## src/rtl/bimodal_update_scheduler.sv

```systemverilog
// -----------------------------------------------------------------------------
// bimodal_update_scheduler
//
// Purpose:
//   Arbitrates the single index port of the bimodal counter table between
//   fetch-side lookups and commit-side counter updates. Lookups win by
//   default. Updates wait in a small FIFO and drain in three cases: when no
//   lookup is requested, when the FIFO is full, or when the FIFO has been
//   denied for SL-1 consecutive cycles.
//
// Parameters:
//   IL - index width (table holds 2^IL counters)
//   CL - counter width
//   QD - update FIFO depth (power of two, >= 2)
//   SL - starvation limit in cycles before a queued update is forced
//
// Ports:
//   Clk, Rst                  clock, synchronous active-high reset
//   lkp_valid/index/ready     lookup request handshake
//   rsp_valid/ctr/taken       lookup response, one cycle after acceptance
//   upd_valid/index/taken     update request (taken=1 increments)
//   upd_ready                 update is enqueued when valid && ready
//   tbl_index/rd/inc/dec/upd_en  table control outputs
//   tbl_rdata                 registered table read data
//   q_count                   FIFO occupancy
//   rsp_stale                 lookup hit a still-pending update
//                             (only with BIMODAL_SCHED_STALE_EN)
//
// Configuration macro:
//   BIMODAL_SCHED_STALE_EN - adds the rsp_stale port and the FIFO compare
// -----------------------------------------------------------------------------
module bimodal_update_scheduler #(
    parameter int IL = 13,
    parameter int CL = 3,
    parameter int QD = 4,
    parameter int SL = 8
) (
    input  logic                  Clk,
    input  logic                  Rst,
    input  logic                  lkp_valid,
    input  logic [IL-1:0]         lkp_index,
    output logic                  lkp_ready,
    output logic                  rsp_valid,
    output logic [CL-1:0]         rsp_ctr,
    output logic                  rsp_taken,
    input  logic                  upd_valid,
    input  logic [IL-1:0]         upd_index,
    input  logic                  upd_taken,
    output logic                  upd_ready,
    output logic [IL-1:0]         tbl_index,
    output logic                  tbl_rd,
    output logic                  tbl_inc,
    output logic                  tbl_dec,
    output logic                  tbl_upd_en,
    input  logic [CL-1:0]         tbl_rdata,
    output logic [$clog2(QD):0]   q_count
`ifdef BIMODAL_SCHED_STALE_EN
    ,
    output logic                  rsp_stale
`endif
);

    localparam int PW = $clog2(QD);
    localparam int SW = (SL > 1) ? $clog2(SL) : 1;
    localparam logic [PW:0]   C_FULL       = (PW+1)'(QD);
    localparam logic [SW-1:0] C_STARVE_MAX = SW'(SL - 1);

    typedef enum logic [1:0] {
        GRANT_IDLE,
        GRANT_LKP,
        GRANT_UPD
    } grant_t;

    // FIFO storage and bookkeeping
    logic [IL-1:0] r_qIndex [QD];
    logic          r_qTaken [QD];
    logic [PW-1:0] r_head;
    logic [PW-1:0] r_tail;
    logic [PW:0]   r_count;
    logic [SW-1:0] r_starve;
    logic          r_rspValid;

    logic   w_empty;
    logic   w_flush;
    logic   w_enq;
    logic   w_deq;
    grant_t w_grant;

    // Grant decision. A flush (full FIFO or starvation limit) steals the
    // port from lookups; otherwise updates only use cycles lookups leave free.
    // Reset forces IDLE so no table control toggles while Rst is high.
    always_comb begin
        w_empty = (r_count == '0);
        w_flush = !w_empty && ((r_count == C_FULL) || (r_starve == C_STARVE_MAX));
        w_grant = GRANT_IDLE;
        if (!Rst) begin
            if (!w_empty && (w_flush || !lkp_valid)) begin
                w_grant = GRANT_UPD;
            end else if (lkp_valid && !w_flush) begin
                w_grant = GRANT_LKP;
            end
        end
    end

    // Table controls and handshakes derived from the grant
    always_comb begin
        tbl_index  = '0;
        tbl_rd     = 1'b0;
        tbl_inc    = 1'b0;
        tbl_dec    = 1'b0;
        tbl_upd_en = 1'b0;
        case (w_grant)
            GRANT_UPD: begin
                tbl_index  = r_qIndex[r_head];
                tbl_upd_en = 1'b1;
                tbl_inc    = r_qTaken[r_head];
                tbl_dec    = !r_qTaken[r_head];
            end
            GRANT_LKP: begin
                tbl_index = lkp_index;
                tbl_rd    = 1'b1;
            end
            default: begin
            end
        endcase
        lkp_ready = !Rst && !w_flush;
        upd_ready = !Rst && (r_count < C_FULL);
        w_enq     = upd_valid && upd_ready;
        w_deq     = (w_grant == GRANT_UPD);
    end

    // FIFO payload has no reset: validity is carried by head/count alone.
    always_ff @(posedge Clk) begin
        if (w_enq) begin
            r_qIndex[r_tail] <= upd_index;
            r_qTaken[r_tail] <= upd_taken;
        end
    end

    // Pointers wrap naturally because QD is a power of two. A new entry only
    // becomes visible at the edge, so it can never issue in its enqueue cycle.
    always_ff @(posedge Clk) begin
        if (Rst) begin
            r_head     <= '0;
            r_tail     <= '0;
            r_count    <= '0;
            r_starve   <= '0;
            r_rspValid <= 1'b0;
        end else begin
            if (w_enq) begin
                r_tail <= r_tail + PW'(1);
            end
            if (w_deq) begin
                r_head <= r_head + PW'(1);
            end
            case ({w_enq, w_deq})
                2'b10:   r_count <= r_count + (PW+1)'(1);
                2'b01:   r_count <= r_count - (PW+1)'(1);
                default: r_count <= r_count;
            endcase
            // Starvation only accumulates while queued work loses to lookups
            if (w_empty || (w_grant == GRANT_UPD)) begin
                r_starve <= '0;
            end else if ((w_grant == GRANT_LKP) && (r_starve != C_STARVE_MAX)) begin
                r_starve <= r_starve + SW'(1);
            end
            r_rspValid <= (w_grant == GRANT_LKP);
        end
    end

    assign rsp_valid = r_rspValid;
    assign rsp_ctr   = tbl_rdata;
    assign rsp_taken = tbl_rdata[CL-1];
    assign q_count   = r_count;

`ifdef BIMODAL_SCHED_STALE_EN
    logic w_staleHit;
    logic r_stale;

    // An entry is pending when its distance from head is below count; the
    // head being dequeued this cycle no longer counts as pending.
    always_comb begin
        logic [PW-1:0] offset;
        w_staleHit = 1'b0;
        offset     = '0;
        for (int i = 0; i < QD; i++) begin
            offset = PW'(i) - r_head;
            if (({1'b0, offset} < r_count) &&
                !(w_deq && (PW'(i) == r_head)) &&
                (r_qIndex[i] == lkp_index)) begin
                w_staleHit = 1'b1;
            end
        end
    end

    always_ff @(posedge Clk) begin
        if (Rst) begin
            r_stale <= 1'b0;
        end else begin
            r_stale <= (w_grant == GRANT_LKP) && w_staleHit;
        end
    end

    assign rsp_stale = r_stale;
`endif

endmodule

```

## config.mk

```make
export PLATFORM = sky130hd
export DESIGN_NAME = bimodal_update_scheduler
export DESIGN_NICKNAME = d
export VERILOG_FILES = /design/src/rtl/bimodal_update_scheduler.sv
export SDC_FILE = /design/constraint.sdc
export NUM_CORES = 1
export LEC_CHECK = 0
export ABC_AREA = 1
export BUFFER_PORTS_ARGS = -buffer_cell sky130_fd_sc_hd__buf_2
export CAP_MARGIN = 20
export CORE_UTILIZATION = 40
export CTS_CLUSTER_SIZE = 16
export DETAILED_ROUTE_END_ITERATION = 8
export SLEW_MARGIN = 0
export SYNTH_ARGS = -nofsm -noshare
export SYNTH_HDL_FRONTEND = slang
export SYNTH_SLANG_ARGS = --single-unit
```

## constraint.sdc

```tcl
create_clock -name Clk -period 2.6 [get_ports Clk]
set_clock_uncertainty 0.1 [all_clocks]
set_input_delay 0.52 -clock Clk [delete_from_list [all_inputs] [get_ports Clk]]
set_output_delay 0.52 -clock Clk [all_outputs]
set_load 0.02 [all_outputs]
```

==> results of run 1 <==
## cells in the final DEF (no fill, tap or decap), drive strengths merged, types with 10 or more instances in the layout
cell and count:
buf 66, edfxtp 56, nand2 102, inv 72, nand3 28, dfxtp 13, a21oi 23, nor2 20
clkbuf 10
## critical path, delay by kind of cell, from the launching register on
kind	cells	cell delay [ns]
buffers and inverters	3	0.37
flip-flops	1	0.34
adder cells (fa/ha/maj)	3	0.49
AO/OA/AOI/OAI	2	0.19
AND/OR/NAND/NOR	3	0.33
## cell families after synthesis
logic type                 share of synthesized area, %
AOI/OAI and AO/OA                                  6.14
xor gates and xnor gates                          0.267
adders and majority gates                          4.04
buffers and inverters                              11.3
DFF                                                59.2
and+or+nand+nor                                    19.0
## routing by layer
metal	vias up	GRT usage, %	share of wire [%]
met4	0	8.33	1.7
met3	10	3.12	4.5
met1	1116	20.3	43
li1	1219	-	-
met5	-	0	0
met2	53	30.0	51
## through the flow
step	instances	instance area, um^2
finish	519	4150
global route	519	4150
CTS	519	4100
detailed placement	502	3700
global placement	502	3700
floorplan	350	3290
## worst max-delay path by stage
stage                     start  slack (ns)      endpoint
floorplan           r_starve[0]        0.03    q_count[1]
global placement    r_starve[0]        0.03  tbl_index[2]
detailed placement  r_starve[0]       -0.03    q_count[1]
CTS                 r_starve[1]       -0.11  tbl_index[4]
global route        r_starve[1]       -0.16  tbl_index[4]
finish              r_starve[1]       -0.08  tbl_index[8]
## registers in the layout, summed over array words and instances (netlist names), named ones only
name       cells
q_count        3
r_head         2
r_qIndex      52
r_qTaken       4
r_starve       3
r_tail         2
rsp_valid      1
## power by group through the flow
| stage | combinational, uW | clock [uW] | sequential, uW |
|---|---|---|---|
| detailed placement | 359 | 0 | 1260 |
| floorplan | 239 | 0 | 1270 |
| CTS | 421 | 939 | 1240 |
| finish | 435 | 910 | 1240 |
| global route | 479 | 985 | 1240 |
| global placement | 354 | 0 | 1260 |
## layout make-up
class / count / area share [%]
Timing Repair Buffer: 66 / 11.1
Multi-Input combinational cell: 194 / 27.4
Clock inverter: 6 / 1.87
Sequential cell: 69 / 46.8
Tap cell: 102 / 3.08
Clock buffer: 10 / 3.08
Inverter: 72 / 6.63
## timing repair
item	4_1_cts	5_1_grt
gates resized for setup	53	15
hold buffers	0	0
endpoints found under the setup margin	18	16
setup buffers	0	0
pin swaps	19	6
gates cloned	1	0
==> run summary, run 1 <==
Internal Power - 1930 uW
Chip Height - 92.6 um
hold_ws - 0.298 ns
area of the multi-input gates - 1140 um^2
initial antenna violation count - 0
sequential share of the synthesized area - 59.2%
DR vias/cell - 4.62
routed via count - 2398
CP max FO - 12
fin nets - 456
FF-to-FF setup slack - 0.20 ns
WHS Endpoint - r_qIndex[2][1]
Avg Cell Area, Syn - 9.37 um^2
Starting Density - 41.8%
n_diodes - 0
fraction of final layout cells sized beyond drive strength 1 - 32.9%
final core occ - 52.9%
total gr overflow - 0
number of global-route vias before repair - 2296
Worst IR Drop VDD - 0.276 mV
Min-Delay Path Class - primary input to register
Worst R2R Start - r_starve[1]
CTS Buf Count - 9
Max Fclk - 374 MHz
Area Growth Syn to Fin - 26.5%
pin count of the biggest net entering global routing - 30
Max-cap violations - 0
cell mode on critical path - ha_4
Post-Syn Instances - 350
Final Max Slew Viols - 0
Die W - 92.6 um
H-tree lvl count - 3
asr flop ratio synth - 0%
CTS root buf - clkbuf_8
Yosys top cell area share - 51.3%
First-pass DRT Iterations - 4
slowest stage cell, crit path - dfxtp_2
syn_nets - 394
drt wl/cell - 13.0 um
outcome - finished, violations left
synth cell count leaders - 94 x nand2_1, 71 x inv_1, 56 x edfxtp_1
fin crit share - 103%
DR iter-0 viols - 86
prevailing post-synth register cell - edfxtp_1
Reg area - 1940 um^2
Max transition margin - 57.6%
count leader, synth - nand2_1
Synth area leaders - edfxtp_1 51%, nand2_1 11%, inv_1 8.1%
die area - 8570 um^2
Yosys reg bits - 69
Tot Pwr - 2590 uW
violated checks - setup timing
Min Clock Period, post-route - 2.68 ns
Leak - 0.00184 uW
Worst EP arrival - 2.06 ns
FILL cells - 728
HP Start - upd_index[1]
sequential power share - 48.0%
Crit path largest cell delay - 0.34 ns
endpoints failing setup - 15
IO Pins - 61
Rows - 32
first-pass GRT wire length - 11.0 mm
Comb power frac - 16.8%
CP Launch Type - register
# clock sinks - 69
Reg clk slew, reported paths - 0.07 ns
worst-path cell chain - ha_4 > ha_4 > o21ai_4 > nand2_2 > nor2_4 > inv_2 > ha_4 > buf_12 > nand2_1 > a21oi_2 > buf_4
Core Box Area - 7850 um^2
synth unique cells - 20
gr usage total - 17.2%
DRC - 0
WHS Path Cells - 1
ANT nets after route - 0
CP endpoint kind - output port
Placer Congestion - 0.756
setup_tns - -0.716 ns
Worst Path Required - 1.98 ns
R2R cell count - 14
Net Sw Power - 661 uW
Slew @ Worst Pin - 0.635 ns
PortBufs - 53
worst-skew pair later-pin latency - 0.34 ns
final hold violation count - 0
clock power share - 35.2%
detailed placement HPWL - 4.25 mm
Worst Slack Setup Final - -0.0763 ns
clock buffer depth - 2
area leader, netlist - edfxtp_1
final wirelength - 6.75 mm
synthesized cell area - 3280 um^2
worst reg2reg path endpoint - q_count[2]
TritonCTS clock tree - done
power per cell area - 623 nW/um^2
Worst Setup Path Type - register to output port
RSZ-0062 raised after global routing - true
Post-synth EDFFs - 56
switching part of the total - 25.6%
Setup WS pre-CTS - -0.0277 ns
yosys warns - 0
No activity file was read; power rests on OpenSTA's default activity.
==> inputs of run 2 (changes only) <==
--- a/config.mk
+++ b/config.mk
@@ -11,6 +11,7 @@
 export CORE_UTILIZATION = 40
 export CTS_CLUSTER_SIZE = 16
 export DETAILED_ROUTE_END_ITERATION = 8
+export MAX_ROUTING_LAYER = met4
 export SLEW_MARGIN = 0
 export SYNTH_ARGS = -nofsm -noshare
 export SYNTH_HDL_FRONTEND = slang
==> run summary, run 2 (synthesized netlist as in run 1, its figures left out) <==
detailed placement HPWL - 4.25 mm
cell mode on critical path - ha_4
CP endpoint - tbl_index[8]
RSZ-0062 raised after global routing - true
Core Box Area - 7850 um^2
number of global-route vias before repair - 2303
H-tree lvl count - 3
slowest stage cell, crit path - dfxtp_2
clock power share - 35.3%
Starting Density - 41.8%
Internal Power - 1930 uW
commonest non-fill, non-tap cell in the layout - nand2_1
CP max FO - 12
ANT nets after route - 0
drt wl/cell - 13.0 um
sequential power share - 47.9%
fin nets - 456
IO Pins - 61
# clock sinks - 69
Max-cap violations - 0
Crit path largest cell delay - 0.34 ns
First-pass DRT Iterations - 4
clock buffer depth - 2
first-pass GRT wire length - 11.0 mm
endpoints failing setup - 15
worst-skew pair later-pin latency - 0.34 ns
Worst Setup Path Type - register to output port
CP Launch Type - register
fin crit share - 103%
n_diodes - 0
Worst R2R Start - r_starve[1]
Worst EP arrival - 2.06 ns
violated checks - setup timing
CTS Buf Count - 9
CP Launch Point - r_starve[1]
PortBufs - 53
worst reg2reg path endpoint - q_count[2]
Die W - 92.6 um
pin count of the biggest net entering global routing - 30
Comb power frac - 16.8%
die area - 8570 um^2
outcome - finished, violations left
final wirelength - 6.77 mm
CTS root buf - clkbuf_8
Chip Height - 92.6 um
Net Sw Power - 667 uW
R2R cell count - 14
top flop regs - r_qIndex x52, r_qTaken x4
Min-Delay Path Class - primary input to register
Placer Congestion - 0.766
fraction of final layout cells sized beyond drive strength 1 - 32.9%
Area Growth Syn to Fin - 26.5%
DR iter-0 viols - 83
Max Fclk - 373 MHz
gr usage total - 17.7%
leading cell types in the layout, fill and taps excluded - 74 x nand2_1, 68 x inv_1, 56 x edfxtp_1, 39 x buf_2, 27 x nand3_1
Worst IR Drop VDD - 0.276 mV
setup_tns - -0.853 ns
max FFs per register - 52
Worst Slack Setup Final - -0.0808 ns
DR vias/cell - 4.63
Final Max Slew Viols - 0
Slew @ Worst Pin - 0.634 ns
worst-path cell chain - ha_4 > ha_4 > o21ai_4 > nand2_2 > nor2_4 > inv_2 > ha_4 > buf_12 > nand2_1 > a21oi_2 > buf_4
Worst Path Required - 1.98 ns
CP endpoint kind - output port
initial antenna violation count - 0
DRC - 0
hold_ws - 0.291 ns
switching part of the total - 25.7%
Leak - 0.00184 uW
TritonCTS clock tree - done
Min Clock Period, post-route - 2.68 ns
Max transition margin - 57.7%
routed via count - 2401
FILL cells - 728
Reg clk slew, reported paths - 0.07 ns
Rows - 32
FF-to-FF setup slack - 0.20 ns
hold_buf cts - 0
total gr overflow - 0
final hold violation count - 0
register bank with the most flops - r_qIndex
power per cell area - 625 nW/um^2
==> run 2: cell counts in the layout (fill, tap and decap cells not counted) <==
Identical to the previous run, type by type.
==> run 2: final cells by class <==
type	count	area (um^2)	share of cell area, %
clock inverters	6	77.6	1.87
clock buffers	10	128	3.08
multi-input cells	194	1140	27.4
inverters	72	275	6.63
well taps	102	128	3.08
flip-flops and latches	69	1940	46.8
repair buffers	66	462	11.1
==> run 2: power groups by stage <==
stage                     logic [uW]  clock network (uW)  registers (uW)
after CTS                        421                 939            1240
after global routing             479                 985            1240
after detailed placement         359                   0            1260
after global placement           354                   0            1260
after floorplan                  239                   0            1270
final                            435                 915            1240
==> run 2: metal layers <==
metal  global-route usage (%)  routed length [um]  up-vias
met3                     2.96                 279       13
met5                        -                   0        -
met4                     8.33                 152        0
li1                         -                   -     1221
met1                     20.3                2900     1120
met2                     30.1                3440       47
==> run 2: worst max-delay path: cells and delay by family, from the launching register on <==
family | cells | cell delay (ns)
AOI/OAI and AO/OA | 2 | 0.19
buffers and inverters | 3 | 0.37
DFF | 1 | 0.34
and+or+nand+nor | 3 | 0.32
adders and majority gates | 3 | 0.49
==> run 2: worst min-delay path by stage <==
stage                      start  cells past startpoint  slack, ns              to
CTS                 upd_index[1]                      1       0.28  r_qIndex[2][1]
global route        upd_index[1]                      1       0.29  r_qIndex[2][1]
finish              upd_index[1]                      1       0.29  r_qIndex[2][1]
global placement       r_head[1]                      1       0.32       r_head[1]
floorplan              r_head[1]                      1       0.31        register
detailed placement     r_head[1]                      1       0.33       r_head[1]
==> run 2: repair_timing <==
action / 4_1_cts / 5_1_grt
endpoints found under the setup margin: 18 / 16
setup buffers: 0 / 0
pin swaps: 19 / 6
gates resized for setup: 53 / 15
cloned: 1 / 0
==> run 2: stage by stage <==
step | std cells | total power, uW | instance area, um^2 | setup WS (ns) | util, %
5_1_grt | 519 | 2710 | 4150 | -0.158 | 52.9
4_1_cts | 519 | 2600 | 4100 | -0.106 | 52.2
2_1_floorplan | 350 | 1510 | 3290 | 0.0302 | -
3_3_place_gp | 502 | 1620 | 3700 | 0.0251 | 47.1
3_5_place_dp | 502 | 1620 | 3700 | -0.0277 | 47.1
6_report | 519 | 2590 | 4150 | -0.0808 | 52.9
==> inputs of run 3 (changes only) <==
--- a/config.mk
+++ b/config.mk
@@ -5,7 +5,6 @@
 export SDC_FILE = /design/constraint.sdc
 export NUM_CORES = 1
 export LEC_CHECK = 0
-export ABC_AREA = 1
 export BUFFER_PORTS_ARGS = -buffer_cell sky130_fd_sc_hd__buf_2
 export CAP_MARGIN = 20
 export CORE_UTILIZATION = 40
==> run summary, run 3 <==
power per cell area - 689 nW/um^2
CP top delay family - simple AND/OR/NAND/NOR gates
HP Start - upd_index[10]
worst-path cell chain - ha_4 > ha_4 > o21a_1 > a211oi_4 > and2_4 > ha_4 > or3b_4 > o22ai_2 > a21o_1 > buf_6
First-pass DRT Iterations - 4
n_diodes - 0
TritonCTS clock tree - done
cell mode on critical path - ha_4
Setup WS pre-CTS - -0.390 ns
initial antenna violation count - 0
H-tree lvl count - 3
Min Clock Period, post-route - 3.22 ns
Placer Congestion - 0.720
Starting Density - 42.2%
Reg clk slew, reported paths - 0.07 ns
Post-Synth Adder-Cell Area - 4.53%
yosys warns - 0
final wirelength - 5.53 mm
sequential power share - 46.4%
worst-skew pair later-pin latency - 0.33 ns
final hold violation count - 0
detailed placement HPWL - 3.82 mm
hold_ws - 0.301 ns
CTS root buf - clkbuf_8
DR iter-0 viols - 60
# clock sinks - 69
count leader, synth - edfxtp_1
R2R cell count - 15
pin count of the biggest net entering global routing - 28
fin crit share - 124%
Min-Delay Path Class - primary input to register
WHS Path Cells - 1
Post-Syn Instances - 197
CP max FO - 13
Worst IR Drop VDD - 0.284 mV
mux cell area share after synthesis - 10.3%
asr flop ratio synth - 0%
Simple-Gate Fraction of Synth Area - 6.36%
Synth area leaders - edfxtp_1 57%, mux2i_1 9.6%, dfxtp_1 8.9%
area leader, netlist - edfxtp_1
Avg Cell Area, Syn - 14.9 um^2
Yosys reg bits - 69
largest family of logic cells by synthesized area - multiplexers
Net Sw Power - 724 uW
number of global-route vias before repair - 1750
synth cell count leaders - 56 x edfxtp_1, 28 x mux2i_1, 13 x a21o_1, 13 x dfxtp_1, 13 x o22ai_1
Core Box Area - 6940 um^2
CTS Buf Count - 9
max FFs per register - 52
prevailing post-synth register cell - edfxtp_1
slowest stage cell, crit path - or3b_4
DR vias/cell - 4.76
setup_tns - -8.03 ns
IO Pins - 61
Leak - 0.00154 uW
Final Max Slew Viols - 0
RSZ-0062 raised after global routing - true
Rows - 30
Slew @ Worst Pin - 0.373 ns
top flop regs - r_qIndex x52, r_qTaken x4
outcome - finished, violations left
worst reg2reg path endpoint - q_count[2]
Max Fclk - 311 MHz
leading cell types in the layout, fill and taps excluded - 56 x edfxtp_1, 37 x buf_2, 28 x mux2i_1, 24 x buf_4, 20 x buf_6
die area - 7670 um^2
post-synthesis xor/xnor area fraction - 1.79%
routed via count - 1813
Worst R2R Start - r_starve[1]
ANT nets after route - 0
Chip Height - 87.6 um
FILL cells - 569
Worst Slack Setup Final - -0.615 ns
WHS Endpoint - r_qIndex[2][10]
Comb power frac - 22.6%
clock power share - 31.0%
switching part of the total - 26.3%
Post-synth EDFFs - 56
CP endpoint kind - output port
Worst EP arrival - 2.60 ns
Worst Path Required - 1.98 ns
Max-cap violations - 0
DRC - 0
sequential share of the synthesized area - 66.3%
commonest non-fill, non-tap cell in the layout - edfxtp_1
Yosys top cell area share - 57.4%
first-pass GRT wire length - 8.73 mm
FF-to-FF setup slack - -0.02 ns
Internal Power - 2030 uW
Synth Area in Compound Gates - 7.39%
Area Growth Syn to Fin - 36.6%
Crit path largest cell delay - 0.52 ns
CP Launch Type - register
worst path bufs/invs - 1
syn_nets - 241
hold_buf cts - 0
fraction of final layout cells sized beyond drive strength 1 - 45.6%
fin nets - 324
PortBufs - 53
register bank with the most flops - r_qIndex
violated checks - setup timing
clock buffer depth - 2
gr usage total - 16.3%
Die W - 87.6 um
synth unique cells - 30
synthesized cell area - 2930 um^2
Max transition margin - 75.1%
drt wl/cell - 14.5 um
total gr overflow - 0
Worst Setup Path Type - register to output port
endpoints failing setup - 17
run 3: cell types whose count changed in the layout (fill, tap and decap cells not counted), moves of 11 or more:
cell	delta
a21oi_2	-12
buf_6	+15
o22ai_2	+11
a21o_1	+13
nand2_2	-24
nand2_1	-72
inv_1	-63
nand3_1	-27
mux2i_1	+28
run 3: final cells by class:
cell class | instances | area (um^2) | share of cell area, %
sequential | 69 | 1940 | 48.6
tap | 96 | 120 | 3.00
timing repair buffer | 83 | 626 | 15.6
clock inverter | 6 | 62.6 | 1.56
inverter | 6 | 22.5 | 0.563
clock buffer | 10 | 138 | 3.44
multi-input combinational | 111 | 1090 | 27.2
run 3: worst max path at each step:
stage / startpoint / end / cells after the start
floorplan: r_starve[0] / tbl_index[7] / 10
global placement: lkp_valid / tbl_index[8] / 8
detailed placement: lkp_valid / tbl_index[5] / 10
CTS: r_starve[1] / tbl_index[8] / 10
global route: r_starve[1] / tbl_index[7] / 12
finish: r_starve[1] / tbl_index[8] / 10
run 3: timing repair:
action,4_1_cts,5_1_grt
resized for setup,49,7
pin swaps,7,6
cloned,0,0
setup buffers,1,0
endpoints found under the setup margin,17,18
run 3: cells by family after synthesis:
logic type                 after synthesis
AOI/OAI and AO/OA                       32
xor gates and xnor gates                 6
adders and majority gates               10
buffers and inverters                   17
DFF                                     69
muxes                                   29
and+or+nand+nor                         34
run 3: per-layer routing:
layer  part of all wire (%)  up-vias  track usage (%)
li1                       -      895                -
met1                     47      873             20.6
met2                     48       37             25.3
met3                    3.5        8             5.00
met4                    1.1        0             5.22
met5                      0        -                -
run 3: stage by stage:
step / area, um^2 / instances / util, % / total power, uW
final: 4000 / 381 / 57.6 / 2760
after global routing: 4000 / 381 / 57.6 / 2890
after CTS: 3970 / 381 / 57.2 / 2770
after detailed placement: 3580 / 364 / 51.5 / 1830
after global placement: 3580 / 364 / 51.5 / 1810
after floorplan: 3040 / 197 / - / 1620
run 3: worst reg2reg max path: cells and delay by family, from the launching register on:
kind | cells | cell delay [ns]
buffers and inverters | 4 | 0.38
and+or+nand+nor | 2 | 0.38
adders and majority gates | 5 | 0.88
DFF | 1 | 0.36
AOI/OAI and AO/OA | 3 | 0.32
xor gates and xnor gates | 1 | 0.15
run 3: power groups by stage:
stage | clock network, uW | logic [uW] | registers [uW]
after global routing | 925 | 678 | 1290
after global placement | 0 | 512 | 1300
after floorplan | 0 | 299 | 1320
final | 853 | 624 | 1280
after CTS | 873 | 618 | 1280
after detailed placement | 0 | 520 | 1300
